**src/rtl/ram_arb_pkg.sv**
```systemverilog
// rtl/ram_arb_pkg.sv - shared owner-tag encoding for the video/audio/cpu RAM arbiter
package ram_arb_pkg;

  localparam int NUM_REQ = 3;

  typedef enum logic [1:0] {
    OWN_NONE = 2'd0,
    OWN_VID  = 2'd1,
    OWN_AUD  = 2'd2,
    OWN_CPU  = 2'd3
  } owner_t;

endpackage

```
**src/rtl/rr_pick2.sv**
```systemverilog
// rtl/rr_pick2.sv - two-way round-robin chooser between audio (a) and cpu (b)
module rr_pick2 (
  input  logic clk,
  input  logic reset_n,
  input  logic req_a,
  input  logic req_b,
  input  logic advance,
  output logic gnt_a,
  output logic gnt_b
);

  // last_b = 1 means b was served last, so a is favoured on a tie
  logic last_b;

  always_comb begin
    gnt_a = req_a & (~req_b | last_b);
    gnt_b = req_b & (~req_a | ~last_b);
  end

  always_ff @(posedge clk or negedge reset_n) begin
    if (!reset_n) begin
      last_b <= 1'b1;
    end else if (advance && (gnt_a || gnt_b)) begin
      last_b <= gnt_b;
    end
  end

endmodule

```
**src/rtl/ram_arbiter.sv**
```systemverilog
// rtl/ram_arbiter.sv - single-port RAM arbiter: video fixed priority, audio/cpu round-robin
import ram_arb_pkg::*;

module ram_arbiter #(
  parameter int AW           = 11,
  parameter int DW           = 8,
  parameter int CPU_MAX_WAIT = 0
) (
  input  logic          clk,
  input  logic          reset_n,
  input  logic          vid_req,
  input  logic [AW-1:0] vid_addr,
  output logic          vid_gnt,
  output logic          vid_rvalid,
  output logic [DW-1:0] vid_rdata,
  input  logic          aud_req,
  input  logic [AW-1:0] aud_addr,
  output logic          aud_gnt,
  output logic          aud_rvalid,
  output logic [DW-1:0] aud_rdata,
  input  logic          cpu_req,
  input  logic          cpu_we,
  input  logic [AW-1:0] cpu_addr,
  input  logic [DW-1:0] cpu_wdata,
  output logic          cpu_gnt,
  output logic          cpu_done,
  output logic [DW-1:0] cpu_rdata,
  output logic [AW-1:0] ram_addr,
  output logic          ram_we,
  output logic [DW-1:0] ram_wdata,
  input  logic [DW-1:0] ram_rdata
);

  localparam int WCW = (CPU_MAX_WAIT < 1) ? 1 : $clog2(CPU_MAX_WAIT + 1);
  localparam logic [WCW-1:0] WAIT_LIM = WCW'(CPU_MAX_WAIT);

  logic           run;
  owner_t         tag;
  owner_t         next_tag;
  logic [WCW-1:0] wait_cnt;
  logic           cpu_done_q;
  logic [DW-1:0]  cpu_rdata_q;

  logic cpu_elig;
  logic starve_force;
  logic force_cpu;
  logic vid_take;
  logic rr_aud;
  logic rr_cpu;

  // An in-flight cpu read (tag == OWN_CPU) must not be re-granted before it completes
  assign cpu_elig     = cpu_req & ~cpu_done_q & (tag != OWN_CPU);
  assign starve_force = (CPU_MAX_WAIT > 0) && (wait_cnt >= WAIT_LIM);
  assign force_cpu    = starve_force & cpu_elig;
  assign vid_take     = vid_req & ~force_cpu;

  rr_pick2 u_rr (
    .clk     (clk),
    .reset_n (reset_n),
    .req_a   (aud_req & ~force_cpu),
    .req_b   (cpu_elig),
    .advance (run & ~vid_take),
    .gnt_a   (rr_aud),
    .gnt_b   (rr_cpu)
  );

  assign vid_gnt = run & vid_take;
  assign aud_gnt = run & ~vid_take & rr_aud;
  assign cpu_gnt = run & ~vid_take & rr_cpu;

  always_comb begin
    ram_addr = '0;
    next_tag = OWN_NONE;
    if (vid_gnt) begin
      ram_addr = vid_addr;
      next_tag = OWN_VID;
    end else if (aud_gnt) begin
      ram_addr = aud_addr;
      next_tag = OWN_AUD;
    end else if (cpu_gnt) begin
      ram_addr = cpu_addr;
      next_tag = cpu_we ? OWN_NONE : OWN_CPU;
    end
  end

  assign ram_we    = cpu_gnt & cpu_we;
  assign ram_wdata = cpu_gnt ? cpu_wdata : '0;

  assign vid_rvalid = (tag == OWN_VID);
  assign aud_rvalid = (tag == OWN_AUD);
  assign vid_rdata  = ram_rdata;
  assign aud_rdata  = ram_rdata;
  assign cpu_done   = cpu_done_q;
  assign cpu_rdata  = cpu_rdata_q;

  always_ff @(posedge clk or negedge reset_n) begin
    if (!reset_n) begin
      run         <= 1'b0;
      tag         <= OWN_NONE;
      wait_cnt    <= '0;
      cpu_done_q  <= 1'b0;
      cpu_rdata_q <= '0;
    end else begin
      run <= 1'b1;
      tag <= next_tag;

      if (ram_we) begin
        cpu_done_q <= 1'b1;
      end else if (tag == OWN_CPU) begin
        cpu_done_q  <= 1'b1;
        cpu_rdata_q <= ram_rdata;
      end else if (!cpu_req) begin
        cpu_done_q <= 1'b0;
      end

      if (run && cpu_elig && !cpu_gnt) begin
        if (wait_cnt != '1) begin
          wait_cnt <= wait_cnt + 1'b1;
        end
      end else begin
        wait_cnt <= '0;
      end
    end
  end

endmodule

```
**config.mk**
```make
export PLATFORM = sky130hd
export DESIGN_NAME = ram_arbiter
export DESIGN_NICKNAME = d
export VERILOG_FILES = /design/src/rtl/ram_arb_pkg.sv /design/src/rtl/rr_pick2.sv /design/src/rtl/ram_arbiter.sv
export SDC_FILE = /design/constraint.sdc
export NUM_CORES = 1
export LEC_CHECK = 0
export CAP_MARGIN = 20
export CORE_MARGIN = 5
export CORE_UTILIZATION = 30
export DETAILED_ROUTE_END_ITERATION = 16
export DONT_BUFFER_PORTS = 1
export PLACE_DENSITY_LB_ADDON = 0.15
export SYNTH_ARGS = -nofsm -noshare
export SYNTH_HDL_FRONTEND = slang
export SYNTH_SLANG_ARGS = --single-unit
```
**constraint.sdc**
```tcl
create_clock -name clk -period 2.3 [get_ports clk]
set_input_delay 0.575 -clock clk [delete_from_list [all_inputs] [get_ports clk]]
set_output_delay 0.575 -clock clk [all_outputs]
set_load 0.03 [all_outputs]
```
==> results of run 1 <==
cells by family (layout without fill, tap and decap cells):
| logic type | after synthesis | after routing | synth area share (%) |
|---|---|---|---|
| other | 1 | 1 | 0.3954 |
| buffers and inverters | 26 | 25 | 19.13 |
| AOI/OAI and AO/OA | 17 | 17 | 16.49 |
| and+or+nand+nor | 29 | 31 | 20.05 |
| DFF | 13 | 13 | 34.43 |
| muxes | 8 | 8 | 9.499 |
metal layers:
layer	share of wire [%]	GRT usage [%]	up-vias
met5	0	0	-
met4	0	1.523	0
met3	8.2	4.762	0
met2	51	18.34	40
met1	41	12.31	356
li1	-	-	328
synthesized netlist by cell type:
cell type / n
buf_2: 1
mux2_2: 8
nor2b_1: 3
a31oi_1: 1
buf_4: 18
o21ai_0: 1
nand2_1: 2
and2_1: 10
a31oi_2: 1
a221o_1: 11
dfrtp_1: 12
conb_1: 1
inv_1: 3
nand3b_1: 1
a21o_1: 3
dfstp_2: 1
buf_6: 2
clkbuf_1: 2
and3_1: 11
and4_4: 1
nor2b_4: 1
power breakdown:
part / internal (mW) / leakage, nW / switching, mW
clock network: 0.0670 / 0.0150 / 0.0666
registers: 0.288 / 0.155 / 0.138
logic: 0.0965 / 0.338 / 0.115
final timing paths:
kind                         startpoint            to  slack (ns)  cells past startpoint
min in group clk           ram_rdata[0]  cpu_rdata[0]        0.45                      1
setup reg to reg            u_rr.last_b        tag[1]        0.90                      4
setup / recovery            u_rr.last_b   ram_addr[5]        0.07                      4
max in group asynchronous       reset_n           run        1.22                      1
hold reg to reg             u_rr.last_b   u_rr.last_b        0.53                      1
hold / removal                  reset_n   u_rr.last_b        0.15                      0
stage by stage:
stage	cell area, µm²	setup slack, ns	hold WS (ns)
after CTS	997.2	0.04750	0.1259
after global routing	1027	-0.001727	0.1107
final	1027	0.07373	0.1457
after global placement	960.9	0.2588	0.2798
after detailed placement	960.9	0.2433	0.2798
after floorplan	948.4	0.1285	0.2794
registers in the layout, indices dropped and copies added (netlist names):
name and flops:
u_rr.last_b 1, tag 2, cpu_rdata 8, cpu_done 1, run 1
cells in the final DEF (no fill, tap or decap), drive strengths merged, types with 2 or more instances in the layout:
cell type  synthesis  layout
a21o               3       3
a221o             11      11
a31oi              2       2
and2              10      10
and3              11      11
and4               1       3
buf               21      17
clkbuf             2       4
dfrtp             12      12
inv                3       3
mux2               8       8
nand2              2       2
nor2b              4       4
area by class of cell:
type / instances / area share, %
well taps: 44 / 5.359
multi-input cells: 57 / 45.43
clock buffers: 4 / 2.558
inverters: 3 / 1.096
flip-flops and latches: 13 / 31.79
repair buffers: 18 / 13.76
worst max-delay path: cells and delay by family (launching register included):
family          cells  cell delay (ns)
compound gates      1             0.36
buf+inv             1             0.17
flops               1             0.55
simple gates        2             0.30
timing repair:
item                                   in CTS  in global routing
setup endpoints to repair                   0                  9
resized for setup                           0                  4
endpoints found under the hold margin      12                  0
setup buffers                               0                  0
hold buffers                                1                  0
==> flow_metrics.env, run 1 <==
export IMPL_status="complete, no violations"
export IMPL_drt_total_wl_mm=2.705
export IMPL_powerDensity_nw_per_um2=750.7
export IMPL_synth_cell_area_um2=948.4
export IMPL_cts_buffer_depth=2
export IMPL_port_buffers=0
export IMPL_total_power_mw=0.7712
export IMPL_multi_input_area_um2=466.7
export IMPL_stdcell_count=139
export IMPL_insertion_delay_ns=0.27
export IMPL_setup_tns_ns=0
export IMPL_numCtsBuffers=3
export IMPL_skew_ns=0.003221
export IMPL_post_place_cells=132
export IMPL_grt_use_total_pct=10.64
export IMPL_drcViolationCount=0
export IMPL_ys_top_cells_by_area="dfrtp_1, buf_4, a221o_1"
export IMPL_ys_warn_count=0
export IMPL_grt_overflow_total=0
export IMPL_area_delta_synth_final_pct=8.312
export IMPL_grt_first_pass_wirelength_mm=3.539
export IMPL_die_w_um=66.23
export IMPL_place_detailed_hpwl_mm=1.975
export IMPL_drive_gt1_share_pct=37.89
export IMPL_cts_tree="done"
export IMPL_synth_seq_cells=13
export IMPL_core_area_um2=3053
export IMPL_wl_per_cell_um=19.46
export IMPL_synth_fp_nets=149
export IMPL_startpoint_type="flip-flop"
export IMPL_hold_violations=0
export IMPL_fin_crit_ns=2.226
export IMPL_gp_congestion=0.6609
export IMPL_die_area_um2=4386
export IMPL_first_pass_iters=4
export IMPL_utilization_pct=33.65
export IMPL_ys_seq_area_share_pct=34.43
export IMPL_p_leak_nw=0.5083
export IMPL_crit_required_ns=1.73
export IMPL_path_max_fanout=6
export IMPL_drtIter0Drc=19
export IMPL_root_buffer="clkbuf_4"
export IMPL_slew_viol_final=0
export IMPL_grt_pass1_vias=736
export IMPL_setup_viol=0
export IMPL_seqCellArea_um2=326.6
export IMPL_synth_cell_type_count=21
export IMPL_synthCells=94
export IMPL_cpMaxStageDelayCell="dfstp_2"
export IMPL_cts_htree_levels=1
export IMPL_clk_pin_slew_worst_paths_ns=0.07
export IMPL_diodes=0
export IMPL_grt_max_degree=22
export IMPL_vdd_ir_drop_max_mv=0.4035
export IMPL_synth_top_area_share_pct=31.66
export IMPL_ant_nets=0
export IMPL_yosysTopAreaCell="dfrtp_1"
export IMPL_io_pins=105
export IMPL_viasPerCell=5.209
export IMPL_cpPeakStageDelay_ns=0.55
export IMPL_dieHeight_um=66.23
export IMPL_avgSynthCellArea_um2=10.09
export IMPL_num_vias=724
export IMPL_worstSetupPathType="reg -> out"
export IMPL_rows=20
export IMPL_antenna_found_initial=0
export IMPL_min_period_over_period_pct=96.79
export IMPL_relSlewSlack_pct=60.06
export IMPL_crit_chain="nand2_2 > and4_4 > a221o_1 > buf_4"
export IMPL_fmax_mhz=449.2
export IMPL_initial_core_util_pct=31.07
export IMPL_holdCritPathClass="in -> async"
export IMPL_clock_sinks=13
export IMPL_cp_arrival_ns=1.65
export IMPL_fillers=333
export IMPL_worst_setup_path_end_kind="output port"
export IMPL_cap_violations=0
export IMPL_tightestPinTransition_ns=0.5978
export IMPL_fin_nets=151
Power figures use the tool's default switching activity.
==> inputs of run 2 (changes only) <==
Settings changed: CORE_MARGIN 5 to 1.5.
==> flow_metrics.env, run 2 (same netlist as run 1, synthesis figures left out) <==
export IMPL_path_delay_family="flip-flops"
export IMPL_wl_per_cell_um=16.70
export IMPL_r2r_start="tag[0]"
export IMPL_dieHeight_um=59.23
export IMPL_clock_sinks=13
export IMPL_route_met3_wl_um=221
export IMPL_cts_buffer_depth=2
export IMPL_status="complete, no violations"
export IMPL_ant_nets=0
export IMPL_io_pins=105
export IMPL_grt_max_degree=25
export IMPL_clk_pin_slew_worst_paths_ns=0.08
export IMPL_p_leak_nw=0.5165
export IMPL_fin_nets=150
export IMPL_path_max_fanout=12
export IMPL_setup_viol=0
export IMPL_die_w_um=59.23
export IMPL_hold_violations=0
export IMPL_crit_chain="nand2_2 > and4_4 > a221o_1 > buf_4"
export IMPL_port_buffers=0
export IMPL_reg2reg_depth=3
export IMPL_utilization_pct=33.76
export IMPL_drt_total_wl_mm=2.305
export IMPL_place_detailed_hpwl_mm=1.708
export IMPL_numCtsBuffers=3
export IMPL_die_area_um2=3508
export IMPL_cpPeakStageDelay_ns=0.55
export IMPL_min_period_over_period_pct=96.59
export IMPL_tightestPinTransition_ns=0.6199
export IMPL_area_delta_synth_final_pct=7.784
export IMPL_drive_gt1_share_pct=40.43
export IMPL_fillers=329
export IMPL_dr_max_layer_used="met4"
export IMPL_vdd_ir_drop_max_mv=0.3885
export IMPL_relSlewSlack_pct=58.59
export IMPL_diodes=0
export IMPL_holdCritPathClass="in -> async"
export IMPL_skew_ns=0.004315
export IMPL_grt_use_total_pct=11.35
export IMPL_antenna_found_initial=0
export IMPL_layout_common_cells="buf_4, dfrtp_1, and3_1, a221o_1, mux2_2"
export IMPL_crit_required_ns=1.73
export IMPL_cp_arrival_ns=1.65
export IMPL_holdWs_ns=0.1371
export IMPL_reg2reg_slack_ns=1.14
export IMPL_final_common_cell="buf_4"
export IMPL_grt_pass1_vias=701
export IMPL_num_vias=716
export IMPL_cp_num_buf_inv=1
export IMPL_worst_setup_path_end_kind="output port"
export IMPL_drt_met1_wl_um=913
export IMPL_fmax_mhz=450.2
export IMPL_largest_reg_flops=8
export IMPL_core_area_um2=3028
export IMPL_drcViolationCount=0
export IMPL_root_buffer="clkbuf_4"
export IMPL_rsz0062_at_grt="yes"
export IMPL_cpMaxStageDelayCell="dfstp_2"
export IMPL_worstReg2RegEnd="cpu_rdata[3]"
export IMPL_worstSetupPathType="reg -> out"
export IMPL_initial_core_util_pct=31.32
export IMPL_fin_crit_ns=2.221
export IMPL_rows=20
export IMPL_slew_viol_final=0
export IMPL_viasPerCell=5.188
export IMPL_first_pass_iters=2
export IMPL_drtIter0Drc=12
export IMPL_met2_length_mm=1.162
export IMPL_cts_tree="done"
export IMPL_grt_first_pass_wirelength_mm=3.036
export IMPL_gp_congestion=0.6732
export IMPL_insertion_delay_ns=0.27
export IMPL_cts_htree_levels=1
export IMPL_grt_overflow_total=0
export IMPL_startpoint_type="flip-flop"
export IMPL_setup_tns_ns=0
export IMPL_cap_violations=0
export IMPL_powerDensity_nw_per_um2=752.5
-- run 2: repair_timing --
| action | CTS | global route |
|---|---|---|
| setup buffers | 0 | 0 |
| hold buffers | 1 | 0 |
| gates resized for setup | 1 | 6 |
| endpoints found under the hold margin | 12 | 0 |
| endpoints found under the setup margin | 20 | 13 |
| pin swaps | 0 | 0 |
| cloned | 0 | 1 |
-- run 2: final cells by class --
cell class / instances / area (µm²) / area share (%)
clock buffers: 4 / 26.28 / 2.570
inverters: 3 / 11.26 / 1.102
multi-input cells: 56 / 465.4 / 45.53
flip-flops and latches: 13 / 326.6 / 31.95
well taps: 44 / 55.05 / 5.386
repair buffers: 18 / 137.6 / 13.46
-- run 2: power breakdown --
part / switching (mW) / leakage (nW) / internal [mW] / total, mW
logic: 0.110 / 0.347 / 0.0958 / 0.206
clock network: 0.0702 / 0.0150 / 0.0671 / 0.137
registers: 0.138 / 0.155 / 0.288 / 0.426
total: 0.319 / 0.517 / 0.451 / 0.769
-- run 2: per-layer routing --
layer	global-route usage [%]	vias up
li1	-	320
met1	12.09	343
met2	21.19	51
met3	3.493	2
met4	3.247	0
met5	0	-
-- run 2: metrics by stage --
stage	std cells	setup slack [ns]	instance area, µm²	total power [mW]
2_1_floorplan	94	0.1285	948.4	0.6337
3_3_place_gp	132	0.2439	960.9	0.6229
3_5_place_dp	132	0.2278	960.9	0.6278
4_1_cts	137	0.03752	999.7	0.7745
5_1_grt	138	-0.004796	1022	0.8086
6_report	138	0.07852	1022	0.7692
-- run 2: worst max-delay path by stage --
stage / from / to / slack [ns] / depth (start not counted)
finish: u_rr.last_b / ram_addr[6] / 0.08 / 4
global route: u_rr.last_b / ram_addr[7] / -0.005 / 4
CTS: u_rr.last_b / ram_addr[6] / 0.04 / 4
detailed placement: cpu_req / ram_addr[6] / 0.23 / 4
global placement: cpu_req / ram_addr[7] / 0.24 / 4
floorplan: cpu_req / ram_wdata[0] / 0.13 / 5
-- run 2: worst reg2reg max path, delay by kind of cell (launching register included) --
kind / cells / cell delay (ns)
buffers and inverters: 1 / 0.16
DFF: 1 / 0.42
and+or+nand+nor: 1 / 0.15
muxes: 1 / 0.33
